[config.mk]
export PLATFORM = sky130hd
export DESIGN_NAME = arith_arbiter
export DESIGN_NICKNAME = d
export VERILOG_FILES = /design/src/rtl/arith_arbiter.sv
export SDC_FILE = /design/constraint.sdc
export NUM_CORES = 1
export LEC_CHECK = 0
export ABC_AREA = 1
export CAP_MARGIN = 20
export CORE_ASPECT_RATIO = 1.4
export CORE_UTILIZATION = 40
export DETAILED_ROUTE_END_ITERATION = 7
export PLACE_DENSITY = 0.69
export SLEW_MARGIN = 25
export SYNTH_ARGS = -nofsm -noshare
export SYNTH_HDL_FRONTEND = slang
export SYNTH_SLANG_ARGS = --single-unit
[constraint.sdc]
create_clock -name clk -period 4.7 [get_ports clk]
set_input_delay 0.94 -clock clk [delete_from_list [all_inputs] [get_ports clk]]
set_output_delay 0.94 -clock clk [all_outputs]
set_load 0.01 [all_outputs]
[src/rtl/arith_arbiter.sv]
// Two-requester round-robin front end sharing one 4-bit ALU; results 1 cycle after accept (div: 5).
// Backpressure: result held in RESP until rsp_ready; no request is granted outside IDLE.
module arith_arbiter (
  input  logic       clk,
  input  logic       rst,
  input  logic [1:0] req_valid,
  output logic [1:0] req_ready,
  input  logic [5:0] req_op,
  input  logic [7:0] req_a,
  input  logic [7:0] req_b,
  output logic       rsp_valid,
  input  logic       rsp_ready,
  output logic       rsp_id,
  output logic [7:0] rsp_result
);

  typedef enum logic [1:0] {IDLE, DIV, RESP} state_t;

  state_t     state, state_nxt;
  logic       ptr;
  logic [1:0] grant;
  logic       gid;
  logic       accept;
  logic [2:0] sel_op;
  logic [3:0] sel_a, sel_b;
  logic [4:0] sum5;
  logic [7:0] alu_res;
  logic [3:0] div_b, div_q, div_r;
  logic [1:0] div_cnt;
  logic [4:0] shift_r, trial;
  logic [3:0] r_nxt, q_nxt;

  // Pointer only arbitrates contention; a lone requester is granted directly.
  always_comb begin
    grant = 2'b00;
    if (!rst && state == IDLE) begin
      case (req_valid)
        2'b01:   grant = 2'b01;
        2'b10:   grant = 2'b10;
        2'b11:   grant = ptr ? 2'b10 : 2'b01;
        default: grant = 2'b00;
      endcase
    end
  end

  assign req_ready = grant;
  assign accept    = |(req_valid & grant);
  assign gid       = grant[1];
  assign sel_op    = gid ? req_op[5:3] : req_op[2:0];
  assign sel_a     = gid ? req_a[7:4]  : req_a[3:0];
  assign sel_b     = gid ? req_b[7:4]  : req_b[3:0];
  assign sum5      = {1'b0, sel_a} + {1'b0, sel_b};

  always_comb begin
    alu_res = 8'h00;
    case (sel_op)
      3'b000:  alu_res = {3'b000, sum5};
      3'b001:  alu_res = {4'h0, sel_a} - {4'h0, sel_b};
      3'b010:  alu_res = {4'h0, sel_a} * {4'h0, sel_b};
      3'b100:  alu_res = {4'h0, sel_a & sel_b};
      3'b101:  alu_res = {4'h0, sel_a | sel_b};
      3'b110:  alu_res = {4'h0, sel_a ^ sel_b};
      3'b111:  alu_res = {2'b00, (sel_a == sel_b), (sel_a != sel_b), (sel_a < sel_b),
                          (sel_a <= sel_b), (sel_a >= sel_b), (sel_a > sel_b)};
      default: alu_res = 8'h00;
    endcase
  end

  // One restoring step; with b=0 every trial succeeds, giving q=F and r=a naturally.
  always_comb begin
    shift_r = {div_r, div_q[3]};
    trial   = shift_r - {1'b0, div_b};
    if (!trial[4]) begin
      r_nxt = trial[3:0];
      q_nxt = {div_q[2:0], 1'b1};
    end else begin
      r_nxt = shift_r[3:0];
      q_nxt = {div_q[2:0], 1'b0};
    end
  end

  always_comb begin
    state_nxt = state;
    case (state)
      IDLE:    if (accept) state_nxt = (sel_op == 3'b011) ? DIV : RESP;
      DIV:     if (div_cnt == 2'd3) state_nxt = RESP;
      RESP:    if (rsp_ready) state_nxt = IDLE;
      default: state_nxt = IDLE;
    endcase
  end

  always_ff @(posedge clk or posedge rst) begin
    if (rst) state <= IDLE;
    else     state <= state_nxt;
  end

  always_ff @(posedge clk or posedge rst) begin
    if (rst) begin
      ptr        <= 1'b0;
      rsp_id     <= 1'b0;
      rsp_result <= 8'h00;
      div_b      <= 4'h0;
      div_q      <= 4'h0;
      div_r      <= 4'h0;
      div_cnt    <= 2'd0;
    end else begin
      case (state)
        IDLE: begin
          if (accept) begin
            rsp_id <= gid;
            if (req_valid == 2'b11) ptr <= ~gid;
            if (sel_op == 3'b011) begin
              div_b   <= sel_b;
              div_q   <= sel_a;
              div_r   <= 4'h0;
              div_cnt <= 2'd0;
            end else begin
              rsp_result <= alu_res;
            end
          end
        end
        DIV: begin
          div_r   <= r_nxt;
          div_q   <= q_nxt;
          div_cnt <= div_cnt + 2'd1;
          if (div_cnt == 2'd3) rsp_result <= {r_nxt, q_nxt};
        end
        RESP: begin
          if (rsp_ready) rsp_result <= 8'h00;
        end
        default: ;
      endcase
    end
  end

  assign rsp_valid = (state == RESP);

endmodule

Word level (Yosys, flattened, before mapping)
Index checks and enable logic that the tools add are counted. W data, S select, Z words.

Bits in registers: 26. Bits of input ports: 27.

$mul: 1. Order comparisons: 4. Bitwise logic cells: 5. Multiplexer cells: 28. Eq/ne operators: 20. Add/subtract/negate cells: 4. Reductions and logical operators: 13.

Operators with widths (number): $pmux W8 S7 (1); $mux W8 (4); $mux W4 (7); $pmux W8 S3 (1); $mux W2 (8); $pmux W4 S2 (2); $eq A3 B3 Y1 const B (4); $pmux W2 S3 (2); $reduce_and A3 Y1 (4); $eq A2 B2 Y1 const B (4); $mul A4 B4 Y8 (1); $eq A3 B2 Y1 const B (2); $ne A2 B2 Y1 const B (3); $add A4 B4 Y5 (1); $reduce_and A5 Y1 (1); $sub A4 B4 Y5 (1); $sub A5 B4 Y5 (1); $and A4 B4 Y4 (1); $eq A2 B1 Y1 const B (2); $eq A4 B4 Y1 (1); $ge A4 B4 Y1 (1); $gt A4 B4 Y1 (1); $le A4 B4 Y1 (1); $lt A4 B4 Y1 (1); other kinds (19) (20).

Logic depth before layout (Yosys ltp)
Gate-level depths: netlist of run 1.

Word-level depth: 9. Depth in mapped cells: 24. Gate-level depth less buffers: 24.

Worst setup path before layout of run 1
OpenSTA, ideal clock, no wires.

Kind: input to register. Start point: input port req_valid[1]. End point: register rsp_result[6]. Setup time: 0.116 ns. Arrival time: 4.318 ns. Path buffers: 2. Setup slack: 0.266 ns. Stages on the path: 17. Cells stage by stage: buf_2 > nand3_4 > buf_2 > o21ai_0 > inv_1 > ha_1 > ha_1 > fa_1 > inv_1 > fa_1 > o21ai_0 > xnor2_1 > nor2_1 > o21ai_0 > nand2_1 > nand2_1 > nand2_1.

Cells in the longest elaborated chain, start to end: 9. Elaborated cells on any way between the ends: 27.

Ends and longest elaborated chain: start: declaration (line 6) `input logic [1:0] req_valid,`; $eq A2 B2 Y1 or $eq A2 B1 Y1 (tied branches) (line 37) `case (req_valid)`; $pmux W2 S3 * (line 37); $mux W2 * (line 36) `if (!rst && state == IDLE) begin`; $mux W4 * (line 51) `assign sel_b = gid ? req_b[7:4] : req_b[3:0];`; via sel_b[1] (line 25) `logic [3:0] sel_a, sel_b;`; $mul A4 B4 Y8 or $sub A4 B4 Y5 (tied branches) (line 59, 58); $pmux W8 S7 * (line 56) `case (sel_op)`; $mux W8 * (line 112) `if (sel_op == 3'b011) begin`; $mux W8 * (line 109) `if (accept) begin`; $pmux W8 S3 * (line 107) `case (state)`; end signal: assignment (line 118) `rsp_result <= alu_res;`; end signal: assignment (line 126) `if (div_cnt == 2'd3) rsp_result <= {r_nxt, q_nxt};`; end: declaration (line 14) `output logic [7:0] rsp_result`.

The timed path passes the listed nets; every way through them passes the cells marked *. The select of a mux whose other input is x is not followed. A chain may end at the register's enable or synchronous reset.

Worst setup path in the final report of run 1
Start point: input port req_valid[0]. End point: register rsp_result[5].

Cells in the longest elaborated chain, start to end: 9. Elaborated cells on any way between the ends: 28.

Ends and longest elaborated chain: $eq A2 B2 Y1 or $eq A2 B1 Y1 (tied branches) (line 37); $pmux W2 S3 * (line 37); $mux W2 * (line 36); $mux W4 * (line 51); via sel_b[2] (line 25); $mul A4 B4 Y8 (tied with other cells) (line 59) `3'b010: alu_res = {4'h0, sel_a} * {4'h0, sel_b};`; $pmux W8 S7 * (line 56); $mux W8 * (line 112); $mux W8 * (line 109); $pmux W8 S3 * (line 107).

Marks and branches as above.

==> run_results.csv, run 1 <==
group,metric,value,unit
clock_tree,clockRootBuffer,"clkbuf_8",
logic_synthesis,yosysTopAreaCellShare,22.5,%
grt,antenna_found_initial,0,
setup_path,slowest_delay,0.49,ns
setup_path,r2r_cells,20,
setup_path,criticalPathCategory,"input port to flop",
clock_tree,cts_inserted_buffers,3,
clock_tree,htree_levels,1,
sta,fmax,227,MHz
setup_path,ff2ff_setup_slack,0.62,ns
sta,rsz0062_at_grt,"false",
logic_synthesis,synthCells,418,
grt,grt.total_usage,21.5,%
setup_path,cp.required,4.85,ns
logic_synthesis,yosysUniqueCellTypes,34,
power,vdd_drop_max,0.183,mV
setup_path,critical_path_buf_inv_count,4,
final_layout,multi_input_area,1910,sq um
clock_tree,cts_tree,"done",
setup_path,worst_setup_path_end_kind,"flop",
clock_tree,cts.sinks,26,
setup_path,cp_slowest_cell,"clkdlybuf4s50_1",
logic_synthesis,synth_area,2890,sq um
setup_path,critPathMostFrequentCell,"ha_1",
logic_synthesis,ys_seq_area_share,22.5,%
min_path,hold_depth,2,
setup_path,rr_endpoint,"rsp_result[5]",
sta,period_share,93.9,%
drt,vias,2832,
drt,initialDrtViolationCount,157,
final_layout,drive_gt1_share,10.4,%
sta,fin_skew,0.00327,ns
run_status,run_status,"complete, no violations",
placement,dp_hpwl,6140,um
setup_path,cp.arrival,4.56,ns
power,power.density,499,nW/um^2
logic_synthesis,synth_fp_nets,485,
logic_synthesis,synth_commonest_cells,"92 x nand2_1, 67 x inv_1, 51 x nor2_1",
setup_path,crit_path_start_kind,"input port",
final_layout,syn2layout_area_growth,22.9,%
sta,hold_viol_final,0,
sta,fin_ws,0.289,ns
setup_path,worstPathCellList,"clkdlybuf4s50_1 -> nand2_2 -> nand3_4 -> inv_1 -> or2_2 -> o21ai_0 -> inv_1 -> buf_4 -> ha_1 -> fa_1 -> ha_1 -> ha_1 -> nand2_1 -> nand2_1 -> a31oi_1 -> xor2_1 -> nor2_1 -> o21ai_0 -> a21boi_0",
sta,drv_slew,0,
clock_tree,path_clk_slew,0.09,ns
logic_synthesis,synth_area_per_cell,6.91,sq um
logic_synthesis,synth.area.top_cells,"dfrtp_1 23%, ha_1 14%, nand2_1 12%",
clock_tree,worstSkewPairLatency,0.27,ns
clock_tree,postCtsSetupBuffers,0,
drt,wl_per_cell,12.8,um
logic_synthesis,synth_most_common_cell,"nand2_1",
grt,grt_max_degree,27,
placement,gp_congestion,1.02,
grt,grt_pass1_wl,12600,um
clock_tree,clockBufferDepth,2,
min_path,holdCritPathClass,"flop to flop",
min_path,worstHoldStart,"rsp_result[7]",
floorplan,dieHeight,103,um
power,finalPower,1770,uW
logic_synthesis,synth-seq-cells,26,
sta,fin_setup_tns,0,ns
placement,placed_cells,563,
drt,ant_nets,0,
sta,post-route-min-period,4.41,ns
setup_path,cp_top_family,"adder cells",
placement,io_buffers,38,
run,max_cap_viol_count,0,
min_path,min_to,"rsp_result[7]",
floorplan,rows,36,
placement,pre_cts_slack,-0.0807,ns
floorplan,die_x,73.8,um
floorplan,die_area,7570,sq um
drt,routed_wl,7240,um
logic_synthesis,synth_top_cell_by_area,"dfrtp_1",
final_layout,final_util,50.9,%
drt,drtPass1Iterations,4,
sta,relSlewSlack,63.8,%
grt,grt_pass1_vias,2900,
logic_synthesis,async_reset_ff_share,100,%
final_layout,num-nets-final,540,
sta,setup_viol,0,
final_layout,nFillCells,719,
final_layout,seqCellArea,651,sq um
sta,worst_pin_slew,0.543,ns
drt,viasPerCell,4.99,
setup_path,r2r-start,"state[0]",
logic_synthesis,synth_ff_type,"dfrtp_1",
setup_path,crit_fanout,6,
logic_synthesis,synth-edff-count,0,
grt,grt_overflow,0,
final_layout,finalNonFillerCells,567,
logic_synthesis,yosysWarnings,0,
drt,drc_errors,0,
floorplan,io_pins,39,
floorplan,core_area,6980,sq um
power,p_leak,0.00190,uW
floorplan,start_util,41.4,%
final_layout,antenna_cells,0,
-- layout by cell type, fill, tap and decap left out, drive strengths merged --
cell | Yosys | routed
xor2 | 3 | 3
buf | 9 | 24
a22oi | 1 | 1
dfrtp | 26 | 26
nand3b | 1 | 1
a2111oi | 1 | 1
a21oi | 17 | 17
inv | 68 | 68
a31oi | 3 | 3
a21boi | 2 | 2
nand2 | 100 | 100
clkbuf | 3 | 4
nor3 | 1 | 1
o21bai | 1 | 1
clkdlybuf4s50 | 0 | 37
or2 | 5 | 5
nor2 | 54 | 54
nand4 | 21 | 21
mux2 | 2 | 2
dlymetal6s2s | 0 | 1
fa | 7 | 7
ha | 33 | 33
o211ai | 3 | 3
xnor2 | 6 | 6
nand3 | 20 | 20
o21ai | 31 | 31
-- routing by layer --
metal  part of all wire [%]  track usage, %  wire, um  vias to the layer above
met1                     41            23.8      2960                     1289
met3                    2.3            1.27       169                       31
met2                     52            40.1      3750                       63
met5                      0               0         0                        -
li1                       -               -         -                     1449
met4                    4.9            12.1       357                        0
-- worst min-delay path, cell delays in order, from the launching register on --
cell and delay [ns]:
dfrtp_1 0.35, nand2_1 0.05, nand2_1 0.05
-- cells by family (layout without fill, tap and decap cells) --
family | after synthesis | in the layout | share of synthesized area, %
and+or+nand+nor | 202 | 202 | 32.1
buffers and inverters | 80 | 134 | 11.4
AOI/OAI and AO/OA | 59 | 59 | 11.3
adders and majority gates | 40 | 40 | 19.1
DFF | 26 | 26 | 22.5
xor gates and xnor gates | 9 | 9 | 2.73
muxes | 2 | 2 | 0.779
-- registers in the layout (all words and copies together), names as in the netlist --
signal / count
rsp_id: 1
state: 2
div_cnt: 2
div_q: 4
div_b: 4
rsp_result: 8
ptr: 1
div_r: 4
-- stage by stage --
step           instance area (sq um)  hold slack (ns)
3_3_place_gp                    3490            0.469
6_report                        3550            0.489
3_5_place_dp                    3490            0.468
2_1_floorplan                   2890            0.463
5_1_grt                         3550            0.506
4_1_cts                         3550            0.492
-- layout make-up --
class                   count  area share [%]
well taps                  95            3.35
multi-input cells         312            53.8
inverters                  68            7.19
flip-flops and latches     26            18.3
clock buffers               4            1.55
repair buffers             62            15.9
-- where the power goes --
part / leakage (uW) / internal [uW] / switching (uW) / total (uW)
logic: 0.00156 / 495 / 740 / 1240
clock network: 0.0000288 / 74.8 / 69.3 / 144
registers: 0.000316 / 335 / 59.0 / 394
-- timing repair --
action / 4_1_cts / 5_1_grt
hold buffers: 0 / 0
endpoints found under the setup margin: 0 / 2
gates resized for setup: 0 / 3
-- worst max path at each step --
stage / start / slack (ns) / cells after the start / end
5_1_grt: req_valid[0] / 0.09 / 19 / rsp_result[5]
4_1_cts: rst / 0.20 / 20 / rsp_result[6]
3_5_place_dp: rst / -0.08 / 20 / rsp_result[6]
2_1_floorplan: req_valid[1] / 0.27 / 17 / rsp_result[6]
6_report: req_valid[0] / 0.29 / 19 / rsp_result[5]
3_3_place_gp: rst / 0.009 / 20 / rsp_result[6]
No activity file was read; power rests on OpenSTA's default activity.
==> run 2: changes to the inputs <==
Settings changed: CTS_CLUSTER_SIZE from default to 24.
==> results of run 2 <==
The final DEF is identical to that of run 1; final timing and power are the same.
